File: config.mk
export PLATFORM = sky130hd
export DESIGN_NAME = alert_ping_scheduler_flat
export DESIGN_NICKNAME = d
export VERILOG_FILES = /design/src/rtl/alert_ping_scheduler_if.sv /design/src/rtl/alert_ping_scheduler.sv /design/src/flat_wrapper.sv
export SDC_FILE = /design/constraint.sdc
export NUM_CORES = 1
export LEC_CHECK = 0
export ABC_AREA = 1
export ABC_CLOCK_PERIOD_IN_PS = 5290
export BUFFER_PORTS_ARGS = -buffer_cell sky130_fd_sc_hd__buf_2
export CAP_MARGIN = 25
export CELL_PAD_IN_SITES_DETAIL_PLACEMENT = 2
export CELL_PAD_IN_SITES_GLOBAL_PLACEMENT = 2
export CORE_MARGIN = 5
export CORE_UTILIZATION = 34
export DETAILED_ROUTE_END_ITERATION = 10
export GPL_ROUTABILITY_DRIVEN = 0
export GPL_TIMING_DRIVEN = 0
export PLACE_DENSITY_LB_ADDON = 0.1
export SLEW_MARGIN = 30
export SYNTH_ARGS = -nofsm -noshare
export SYNTH_HDL_FRONTEND = slang
export SYNTH_SLANG_ARGS = --single-unit
File: constraint.sdc
create_clock -name clk_i -period 5.29 [get_ports clk_i]
set_input_delay 0.2645 -clock clk_i [delete_from_list [all_inputs] [get_ports clk_i]]
set_output_delay 0.2645 -clock clk_i [all_outputs]
set_load 0.1 [all_outputs]
File: src/rtl/alert_ping_scheduler_if.sv
// ============================================================================
// Module      : alert_ping_scheduler_if
// Description : Ping handshake bundle between the ping scheduler and the
//               per-channel alert receivers.
// Revision    : 1.0 - initial release
// ============================================================================
`default_nettype none
`timescale 1ns/1ps

interface alert_ping_scheduler_if #(
    parameter int NALERTS = 4
);
    logic [NALERTS-1:0] ping_req_o;
    logic [NALERTS-1:0] ping_ok_i;
    logic [NALERTS-1:0] ping_timeout_o;

    modport master (
        output ping_req_o,
        output ping_timeout_o,
        input  ping_ok_i
    );

    modport slave (
        input  ping_req_o,
        input  ping_timeout_o,
        output ping_ok_i
    );
endinterface

`default_nettype wire

File: src/rtl/alert_ping_scheduler.sv
// ============================================================================
// Module      : alert_ping_scheduler
// Description : Round-robin ping scheduler sharing the receiver ping mechanism
//               across NALERTS channels, with per-channel response timeout.
// Revision    : 1.0 - initial release
// ============================================================================
`default_nettype none
`timescale 1ns/1ps

module alert_ping_scheduler #(
    parameter int NALERTS    = 4,
    parameter int WAIT_CNT_W = 16,
    parameter int TIMEOUT_W  = 16
) (
    input  logic                  clk_i,
    input  logic                  rst_ni,
    input  logic                  en_i,
    input  logic [WAIT_CNT_W-1:0] wait_cyc_i,
    input  logic [TIMEOUT_W-1:0]  timeout_cyc_i,
    input  logic [NALERTS-1:0]    alert_en_i,
    alert_ping_scheduler_if.master ping_if,
    output logic                  busy_o
);

    localparam int                 c_idx_w    = $clog2(NALERTS);
    localparam logic [c_idx_w-1:0] c_last_idx = c_idx_w'(NALERTS - 1);
    localparam logic [NALERTS-1:0] c_one      = NALERTS'(1);

    typedef enum logic [1:0] {
        ST_IDLE = 2'd0,
        ST_WAIT = 2'd1,
        ST_PING = 2'd2
    } state_e;

    state_e                  state_q, state_d;
    logic [WAIT_CNT_W-1:0]   wait_cnt_q, wait_cnt_d;
    logic [TIMEOUT_W-1:0]    to_cnt_q, to_cnt_d;
    logic [TIMEOUT_W-1:0]    to_last;
    logic [c_idx_w-1:0]      last_idx_q, last_idx_d;
    logic [c_idx_w-1:0]      sel_q, sel_d;
    logic [c_idx_w-1:0]      srch_idx, cand_idx;
    logic                    srch_found;
    logic [NALERTS-1:0]      ping_req_q, ping_req_d;
    logic [NALERTS-1:0]      ping_timeout_q, ping_timeout_d;
    logic                    busy_q, busy_d;
    int                      cand;

    // Last cycle index of the response window; a zero timeout behaves as one cycle.
    assign to_last = (timeout_cyc_i == '0) ? '0 : timeout_cyc_i - TIMEOUT_W'(1);

    // Walk downwards so the lowest rotation offset after last_idx wins.
    always_comb begin
        srch_found = 1'b0;
        srch_idx   = '0;
        cand       = 0;
        cand_idx   = '0;
        for (int k = NALERTS - 1; k >= 0; k--) begin
            cand     = (int'(last_idx_q) + 1 + k) % NALERTS;
            cand_idx = c_idx_w'(cand);
            if (alert_en_i[cand_idx]) begin
                srch_found = 1'b1;
                srch_idx   = cand_idx;
            end
        end
    end

    always_comb begin
        state_d        = state_q;
        wait_cnt_d     = wait_cnt_q;
        to_cnt_d       = to_cnt_q;
        last_idx_d     = last_idx_q;
        sel_d          = sel_q;
        ping_req_d     = '0;
        ping_timeout_d = '0;

        if (!en_i) begin
            state_d    = ST_IDLE;
            wait_cnt_d = '0;
            to_cnt_d   = '0;
        end else begin
            case (state_q)
                ST_IDLE: begin
                    state_d    = ST_WAIT;
                    wait_cnt_d = wait_cyc_i;
                end
                ST_WAIT: begin
                    if (wait_cnt_q != '0) begin
                        wait_cnt_d = wait_cnt_q - WAIT_CNT_W'(1);
                    end else if (srch_found) begin
                        state_d    = ST_PING;
                        sel_d      = srch_idx;
                        last_idx_d = srch_idx;
                        to_cnt_d   = '0;
                        ping_req_d = c_one << srch_idx;
                    end else begin
                        wait_cnt_d = wait_cyc_i;
                    end
                end
                ST_PING: begin
                    // A dropped channel enable or a response both close the ping quietly.
                    if (!alert_en_i[sel_q] || ping_if.ping_ok_i[sel_q]) begin
                        state_d    = ST_WAIT;
                        wait_cnt_d = wait_cyc_i;
                        to_cnt_d   = '0;
                    end else if (to_cnt_q >= to_last) begin
                        ping_timeout_d = c_one << sel_q;
                        state_d        = ST_WAIT;
                        wait_cnt_d     = wait_cyc_i;
                        to_cnt_d       = '0;
                    end else begin
                        to_cnt_d   = to_cnt_q + TIMEOUT_W'(1);
                        ping_req_d = c_one << sel_q;
                    end
                end
                default: begin
                    state_d = ST_IDLE;
                end
            endcase
        end

        busy_d = (state_d != ST_IDLE);
    end

    always_ff @(posedge clk_i or negedge rst_ni) begin
        if (!rst_ni) begin
            state_q        <= ST_IDLE;
            wait_cnt_q     <= '0;
            to_cnt_q       <= '0;
            last_idx_q     <= c_last_idx;
            sel_q          <= '0;
            ping_req_q     <= '0;
            ping_timeout_q <= '0;
            busy_q         <= 1'b0;
        end else begin
            state_q        <= state_d;
            wait_cnt_q     <= wait_cnt_d;
            to_cnt_q       <= to_cnt_d;
            last_idx_q     <= last_idx_d;
            sel_q          <= sel_d;
            ping_req_q     <= ping_req_d;
            ping_timeout_q <= ping_timeout_d;
            busy_q         <= busy_d;
        end
    end

    assign ping_if.ping_req_o     = ping_req_q;
    assign ping_if.ping_timeout_o = ping_timeout_q;
    assign busy_o                 = busy_q;

    a_req_onehot0: assert property (@(posedge clk_i) disable iff (!rst_ni)
        $onehot0(ping_req_q));

    a_timeout_onehot0: assert property (@(posedge clk_i) disable iff (!rst_ni)
        $onehot0(ping_timeout_q) && !((|ping_timeout_q) && (|ping_req_q)));

    a_no_req_after_disable: assert property (@(posedge clk_i) disable iff (!rst_ni)
        !en_i |=> (ping_req_q == '0));

endmodule

`default_nettype wire

File: src/flat_wrapper.sv
// flat-port wrapper written by rule: the top's interface ports become plain ports
module alert_ping_scheduler_flat 
#(
    parameter int NALERTS    = 4,
    parameter int WAIT_CNT_W = 16,
    parameter int TIMEOUT_W  = 16
)
  (clk_i, rst_ni, en_i, wait_cyc_i, timeout_cyc_i, alert_en_i, busy_o, ping_if_ping_req_o, ping_if_ping_timeout_o, ping_if_ping_ok_i);
  alert_ping_scheduler_if #(.NALERTS(NALERTS)) ping_if_i ();
  input  logic clk_i;
  input  logic rst_ni;
  input  logic en_i;
  input  logic [WAIT_CNT_W-1:0] wait_cyc_i;
  input  logic [TIMEOUT_W-1:0] timeout_cyc_i;
  input  logic [NALERTS-1:0] alert_en_i;
  output logic busy_o;
  output wire logic [$bits(ping_if_i.ping_req_o)-1:0] ping_if_ping_req_o;
  output wire logic [$bits(ping_if_i.ping_timeout_o)-1:0] ping_if_ping_timeout_o;
  input wire logic [$bits(ping_if_i.ping_ok_i)-1:0] ping_if_ping_ok_i;
  assign ping_if_ping_req_o = ping_if_i.ping_req_o;
  assign ping_if_ping_timeout_o = ping_if_i.ping_timeout_o;
  assign ping_if_i.ping_ok_i = ping_if_ping_ok_i;
  alert_ping_scheduler #(.NALERTS(NALERTS), .WAIT_CNT_W(WAIT_CNT_W), .TIMEOUT_W(TIMEOUT_W)) u_core (.clk_i(clk_i), .rst_ni(rst_ni), .en_i(en_i), .wait_cyc_i(wait_cyc_i), .timeout_cyc_i(timeout_cyc_i), .alert_en_i(alert_en_i), .ping_if(ping_if_i), .busy_o(busy_o));
endmodule
==> run metrics, run 1 <==
hold-fix buffers at CTS=0; Post-Layout Cell Count=856; initial drt markers=113; Ys Warns=0; dpl ws=1.794 ns; Final Cell Area=4706 sq um; layout net count=776; total power=1.118 mW; hold slack=-0.01829 ns; Top FF cell, synth=dfrtp_1; final setup violating endpoints=0; cts bufs inserted=5; CP arrival=3.36 ns; total clock sinks=47; internal power=0.6797 mW; Final WS setup=2.121 ns; setup tns final=0 ns; Tcrit/Tclk final=0.5990; Initial DRT Pass Iterations=6; top-count cell post-synth=nand2_1; clock power share=0.306; routed len/inst=15.93 um; Crit Path Category=primary input to flop; Worst Path Max Fanout=10; worst r2r src=u_core.to_cnt_q[13]; Leakage=2.478 nW; Inserted Diodes=0; Post-synth EDFFs=0; clock skew=0.007000 ns; total gr overflow=0; insertion delay to the later sink of the worst-skew pair=0.31 ns; Distinct cells, synth=38; register area share after synthesis=0.2861; min Tclk post-route=3.169 ns; total routing usage reported by global routing=0.1933; vias in the first global route=4712; WP data required=5.49 ns; Gate Count Post-Synth=651; Max VDD drop=0.0001608 V; CTS resizes=0; reg2reg setup slack=3.02 ns; startpoint types=primary input; Die Y=120.1 um; Synth top area share=0.2733; Synth async-reset ratio=1.000; Post-Route WL=13630 um; Reg-to-Reg End=u_core.wait_cnt_q[7]; clock slew at reported path FFs=0.08 ns; Gate power share=0.322; die area=14420 sq um; DR DRC count=0; DRT antenna net count=0; Yosys reg bits=47; syn_nets=719; Area Growth Syn to Fin=14.21%; largest net degree at the start of global routing=48; leading area contributor after synthesis=dfrtp_1; RSZ-0062 raised after global routing=no; core area=11960 sq um; Cell Area, Placed=4557 sq um; proportion of layout cells with a drive suffix above 1=0.1368; first-pass GRT wire length=22620 um; Boundary Pins=52; detailed placer's ending HPWL=11150 um; Final Slew Violations=0; top cells by count, synth=nand2_1 (208), nor2_1 (108), inv_1 (76); Fin. Hold Viols=12; initial antenna violation count=0; synthesized cell area=4120 sq um; CTS max path bufs=2; slew of the pin with the lowest slew margin=0.6677 ns; vias per inst=5.081; CTS Root Cell=clkbuf_16; top post-synthesis cells by area=dfrtp_1 (27%), nand2_1 (19%), nor2_1 (9.8%); vias post-DR=4349; Placement Rows=40; initial core utilization=0.3445; Final Util=0.3934; Inst Count DP=848; MaxCap Viol Count=0; H-Tree Depth=2; PD cells=237.5 nW/um^2; CTS tree=done; violated checks=negative hold slack; Hold Crit Class=primary input to async pin; status=finished with violations; worst relative slew slack=0.5548; Sw Ratio=0.3920; Port Buffers=50; Net Sw Power=0.4381 mW; Flop pwr share=0.371; Die W=120.1 um; fmax=315.6 MHz; reg2reg path depth=10; CP Capture Type=flop; syn_area_per_cell=6.329 sq um; Post CTS Setup Buffer Count=0
-- layout by cell type (no fill, tap or decap), types with 4 or more instances in the layout --
cell type / instances
or2_2: 6
o21ai_1: 4
nand2_2: 5
inv_2: 4
dfrtp_1: 45
nand2_1: 208
ha_1: 25
buf_2: 53
o21ai_0: 25
nor2_1: 108
nand3_2: 4
xnor2_1: 5
inv_1: 76
clkbuf_16: 5
a21oi_1: 21
xor2_1: 13
o21bai_1: 4
nand4_1: 14
o21ai_2: 5
nor3_1: 8
nand3_1: 43
-- logic make-up after synthesis --
kind of cell / after synthesis / synth area share
AND/OR/NAND/NOR: 406 / 0.4221
flip-flops: 47 / 0.2861
AO/OA/AOI/OAI: 62 / 0.08412
adder cells (fa/ha/maj): 25 / 0.07592
XOR/XNOR: 18 / 0.03826
buffers and inverters: 93 / 0.09353
-- power by group through the flow --
| stage | clock, mW | sequential [mW] | combinational, mW |
|---|---|---|---|
| after global placement | 0 | 0.420 | 0.345 |
| final | 0.342 | 0.415 | 0.360 |
| after CTS | 0.357 | 0.415 | 0.369 |
| after floorplan | 0 | 0.418 | 0.249 |
| after global routing | 0.368 | 0.420 | 0.413 |
| after detailed placement | 0 | 0.422 | 0.366 |
-- worst max path at each step --
stage                                 start                    end  slack (ns)  depth (start not counted)
after detailed placement   timeout_cyc_i[2]   u_core.wait_cnt_q[5]        1.79                         20
final                      timeout_cyc_i[2]   u_core.wait_cnt_q[7]        2.12                         20
after CTS                  timeout_cyc_i[2]   u_core.wait_cnt_q[7]        2.10                         20
after floorplan            timeout_cyc_i[1]  u_core.wait_cnt_q[10]        2.63                         19
after global placement     timeout_cyc_i[2]   u_core.wait_cnt_q[2]        1.93                         20
after global routing      timeout_cyc_i[11]   u_core.wait_cnt_q[7]        1.81                         17
-- metal layers --
metal / wire (um) / track usage / part of all wire
met1: 5930 / 0.2262 / 0.43
met2: 7288 / 0.3695 / 0.53
met3: 291 / 0.03346 / 0.021
met4: 123 / 0.03364 / 0.0090
met5: 0 / 0 / 0
-- area by class of cell --
cell class / count / area (sq um)
Clock inverter: 3 / 23.77
Inverter: 82 / 309.0
Multi-Input combinational cell: 511 / 2556
Sequential cell: 47 / 1179
Clock buffer: 5 / 125.1
Fill cell: 1560 / 7256
Tap cell: 147 / 183.9
Buffer: 11 / 76.32
Timing Repair Buffer: 50 / 252.7
-- worst max-delay path, cell delays in order --
cell and delay [ns]:
buf_2 0.12, or2_2 0.27, nor2_1 0.27, inv_1 0.12, nor3_1 0.27, nand2_1 0.11
xnor2_1 0.22, nand2_1 0.08, ha_1 0.31, nand2_1 0.07, nand2_1 0.05, nand2_1 0.05
a21oi_1 0.06, nor2_1 0.41, nand3_2 0.20, clkinv_2 0.15, nor2_8 0.07, buf_8 0.15
nand2_1 0.06, nand2_1 0.05
-- registers in the layout (all words and copies together), names as in the netlist --
signal and cells:
u_core.last_idx_q 2, u_core.state_q 2, u_core.ping_if.ping_timeout_o 4, u_core.wait_cnt_q 16
u_core.busy_o 1, u_core.sel_q 2, u_core.to_cnt_q 16, u_core.ping_if.ping_req_o 4
Note: power is estimated with default switching activity, not from simulation.
==> run 2: changes to the inputs <==
--- a/config.mk
+++ b/config.mk
@@ -6,13 +6,13 @@
 export NUM_CORES = 1
 export LEC_CHECK = 0
 export ABC_AREA = 1
-export ABC_CLOCK_PERIOD_IN_PS = 5290
+export ABC_CLOCK_PERIOD_IN_PS = 3100
 export BUFFER_PORTS_ARGS = -buffer_cell sky130_fd_sc_hd__buf_2
 export CAP_MARGIN = 25
 export CELL_PAD_IN_SITES_DETAIL_PLACEMENT = 2
 export CELL_PAD_IN_SITES_GLOBAL_PLACEMENT = 2
 export CORE_MARGIN = 5
-export CORE_UTILIZATION = 34
+export CORE_UTILIZATION = 32
 export DETAILED_ROUTE_END_ITERATION = 10
 export GPL_ROUTABILITY_DRIVEN = 0
 export GPL_TIMING_DRIVEN = 0
==> constraint.sdc (replaced) <==
create_clock -name clk_i -period 3.1 [get_ports clk_i]
set_input_delay 0.155 -clock clk_i [delete_from_list [all_inputs] [get_ports clk_i]]
set_output_delay 0.155 -clock clk_i [all_outputs]
set_load 0.1 [all_outputs]
==> run 2 against run 1 <==
- the run now ends clean
- clock power increased by 100%
- cell area grew 2.0%
- setup slack worse by 1.8 ns
- highest routed layer unchanged
- count of clock-buffer cells in the layout grew 1
- register-to-register slack got worse by 2.2 ns
- sequential share of layout area fell by 0.48 points
- combinational power is 74% higher
- largest power group unchanged
- utilization is 1.3 points lower
- hold slack better by 0.20 ns
==> run metrics, run 2 (same netlist as run 1, synthesis figures left out) <==
top flop regs=u_core.to_cnt_q (16), u_core.wait_cnt_q (16); Max VDD drop=0.0002148 V; CP most frequent cell=nand2_1; Post-Route WL=14070 um; WP data required=3.35 ns; delay of the slowest critical-path stage=0.30 ns; Boundary Pins=52; RSZ-0062 raised after global routing=no; cts bufs inserted=5; Die W=123.5 um; layout net count=778; initial core utilization=0.3265; Inserted Diodes=0; routed len/inst=15.94 um; Final Slew Violations=0; HP Start=wait_cyc_i[2]; CP Capture Type=flop; final setup violating endpoints=0; clock slew at reported path FFs=0.07 ns; vias in the first global route=4959; Worst Path Max Fanout=10; Port Buffers=50; vias post-DR=4357; first-pass GRT wire length=23960 um; CTS max path bufs=2; DR DRC count=0; dpl ws=-0.2389 ns; Crit Path Category=primary input to flop; crit path from=timeout_cyc_i[2]; Post-Layout Cell Count=883; most common cell after layout, fill and taps aside=nand2_1; proportion of layout cells with a drive suffix above 1=0.1449; Hold Crit Class=primary input to flop; slowest CP cell=ha_1; largest net degree at the start of global routing=48; Fin. Hold Viols=0; most frequent cells in the layout=nand2_1 (208), nor2_1 (106), inv_1 (76); crit-path cells=buf_2 > or2_2 > nor2_2 > inv_1 > nor3_2 > xor2_1 > nand2_1 > ha_1 > nand2_1 > inv_1 > nand2_1 > nor2_1 > nor2_1 > nand2_1 > nand2_1 > nand3_2 > clkinv_2 > nor2_8 > buf_8 > nand3_2 > nand2_1; total routing usage reported by global routing=0.1986; H-Tree Depth=2; DRT antenna net count=0; initial drt markers=152; fmax=366.2 MHz; detailed placer's ending HPWL=11410 um; MaxCap Viol Count=0; Inst Count DP=873; CP arrival=2.98 ns; die area=15240 sq um; Initial DRT Pass Iterations=4; worst r2r src=u_core.state_q[1]; slew of the pin with the lowest slew margin=0.6748 ns; min Tclk post-route=2.730 ns; Die Y=123.5 um; total clock sinks=47; total gr overflow=0; insertion delay to the later sink of the worst-skew pair=0.31 ns; Leakage=2.511 nW; startpoint types=primary input; PD cells=421.4 nW/um^2; Final WS setup=0.3695 ns; CTS tree=done; worst relative slew slack=0.5502; initial antenna violation count=0; CTS Root Cell=clkbuf_16; vias per inst=4.934; core area=12620 sq um; Tcrit/Tclk final=0.8808; Placement Rows=41; Area Growth Syn to Fin=16.46%; status=finished clean; clock skew=0.009870 ns
run 2: cell types whose count changed in the layout (fill, tap and decap cells not counted), sizes merged:
cell / change
buf: +1
bufinv: +1
clkbuf: +1
clkinv: -1
clkinvlp: -1
dlygate4sd3: +1
run 2: area by class of cell:
| class | instances | area (sq um) |
|---|---|---|
| Clock inverter | 2 | 38.79 |
| Fill cell | 1613 | 7821 |
| Inverter | 82 | 312.8 |
| Multi-Input combinational cell | 511 | 2566 |
| Sequential cell | 47 | 1179 |
| Tap cell | 172 | 215.2 |
| Buffer | 11 | 77.57 |
| Clock buffer | 6 | 138.9 |
| Timing Repair Buffer | 52 | 270.3 |
run 2: what timing repair did:
item,4_1_cts,5_1_grt
buffers inserted,0,1
hold endpoints to repair,45,0
hold buffers,1,0
endpoints found under the setup margin,0,40
resized for setup,0,6
run 2: critical path, delay by kind of cell:
| family | cells | cell delay [ns] |
|---|---|---|
| fa+ha+maj | 1 | 0.30 |
| xor+xnor | 1 | 0.20 |
| simple gates | 14 | 1.72 |
| buf+inv | 5 | 0.61 |
run 2: report_power, final:
| group | switching, mW | internal, mW |
|---|---|---|
| clock network | 0.279 | 0.407 |
| logic | 0.425 | 0.200 |
| registers | 0.0529 | 0.658 |
run 2: per-layer routing:
layer / vias to the layer above / wire length [um] / global-route usage
li1: 2164 / - / -
met1: 2157 / 6088 / 0.2279
met2: 26 / 7634 / 0.3884
met3: 10 / 183 / 0.02150
met4: 0 / 165 / 0.04775
met5: - / 0 / 0
run 2: final timing paths:
check / slack, ns / endpoint / cells past startpoint
max: 0.37 / u_core.wait_cnt_q[15] / 21
min: 0.18 / u_core.wait_cnt_q[2] / 5
max reg2reg: 0.85 / u_core.to_cnt_q[3] / 11
min reg2reg: 0.49 / u_core.wait_cnt_q[15] / 2
max in group asynchronous: 2.22 / u_core.wait_cnt_q[12] / 2
min in group asynchronous: 0.43 / u_core.ping_if.ping_timeout_o[0] / 2
run 2: metrics by stage:
step	util	power [mW]	TNS, ns	hold WS (ns)	area, sq um
after global placement	0.3634	1.308	-3.636	0.4564	4586
after floorplan	-	1.138	0	-0.1406	4120
after detailed placement	0.3636	1.351	-5.473	0.2469	4588
after global routing	0.3802	2.151	0	0.2054	4798
after CTS	0.3784	2.060	0	0.1786	4776
final	0.3802	2.022	0	0.1844	4798
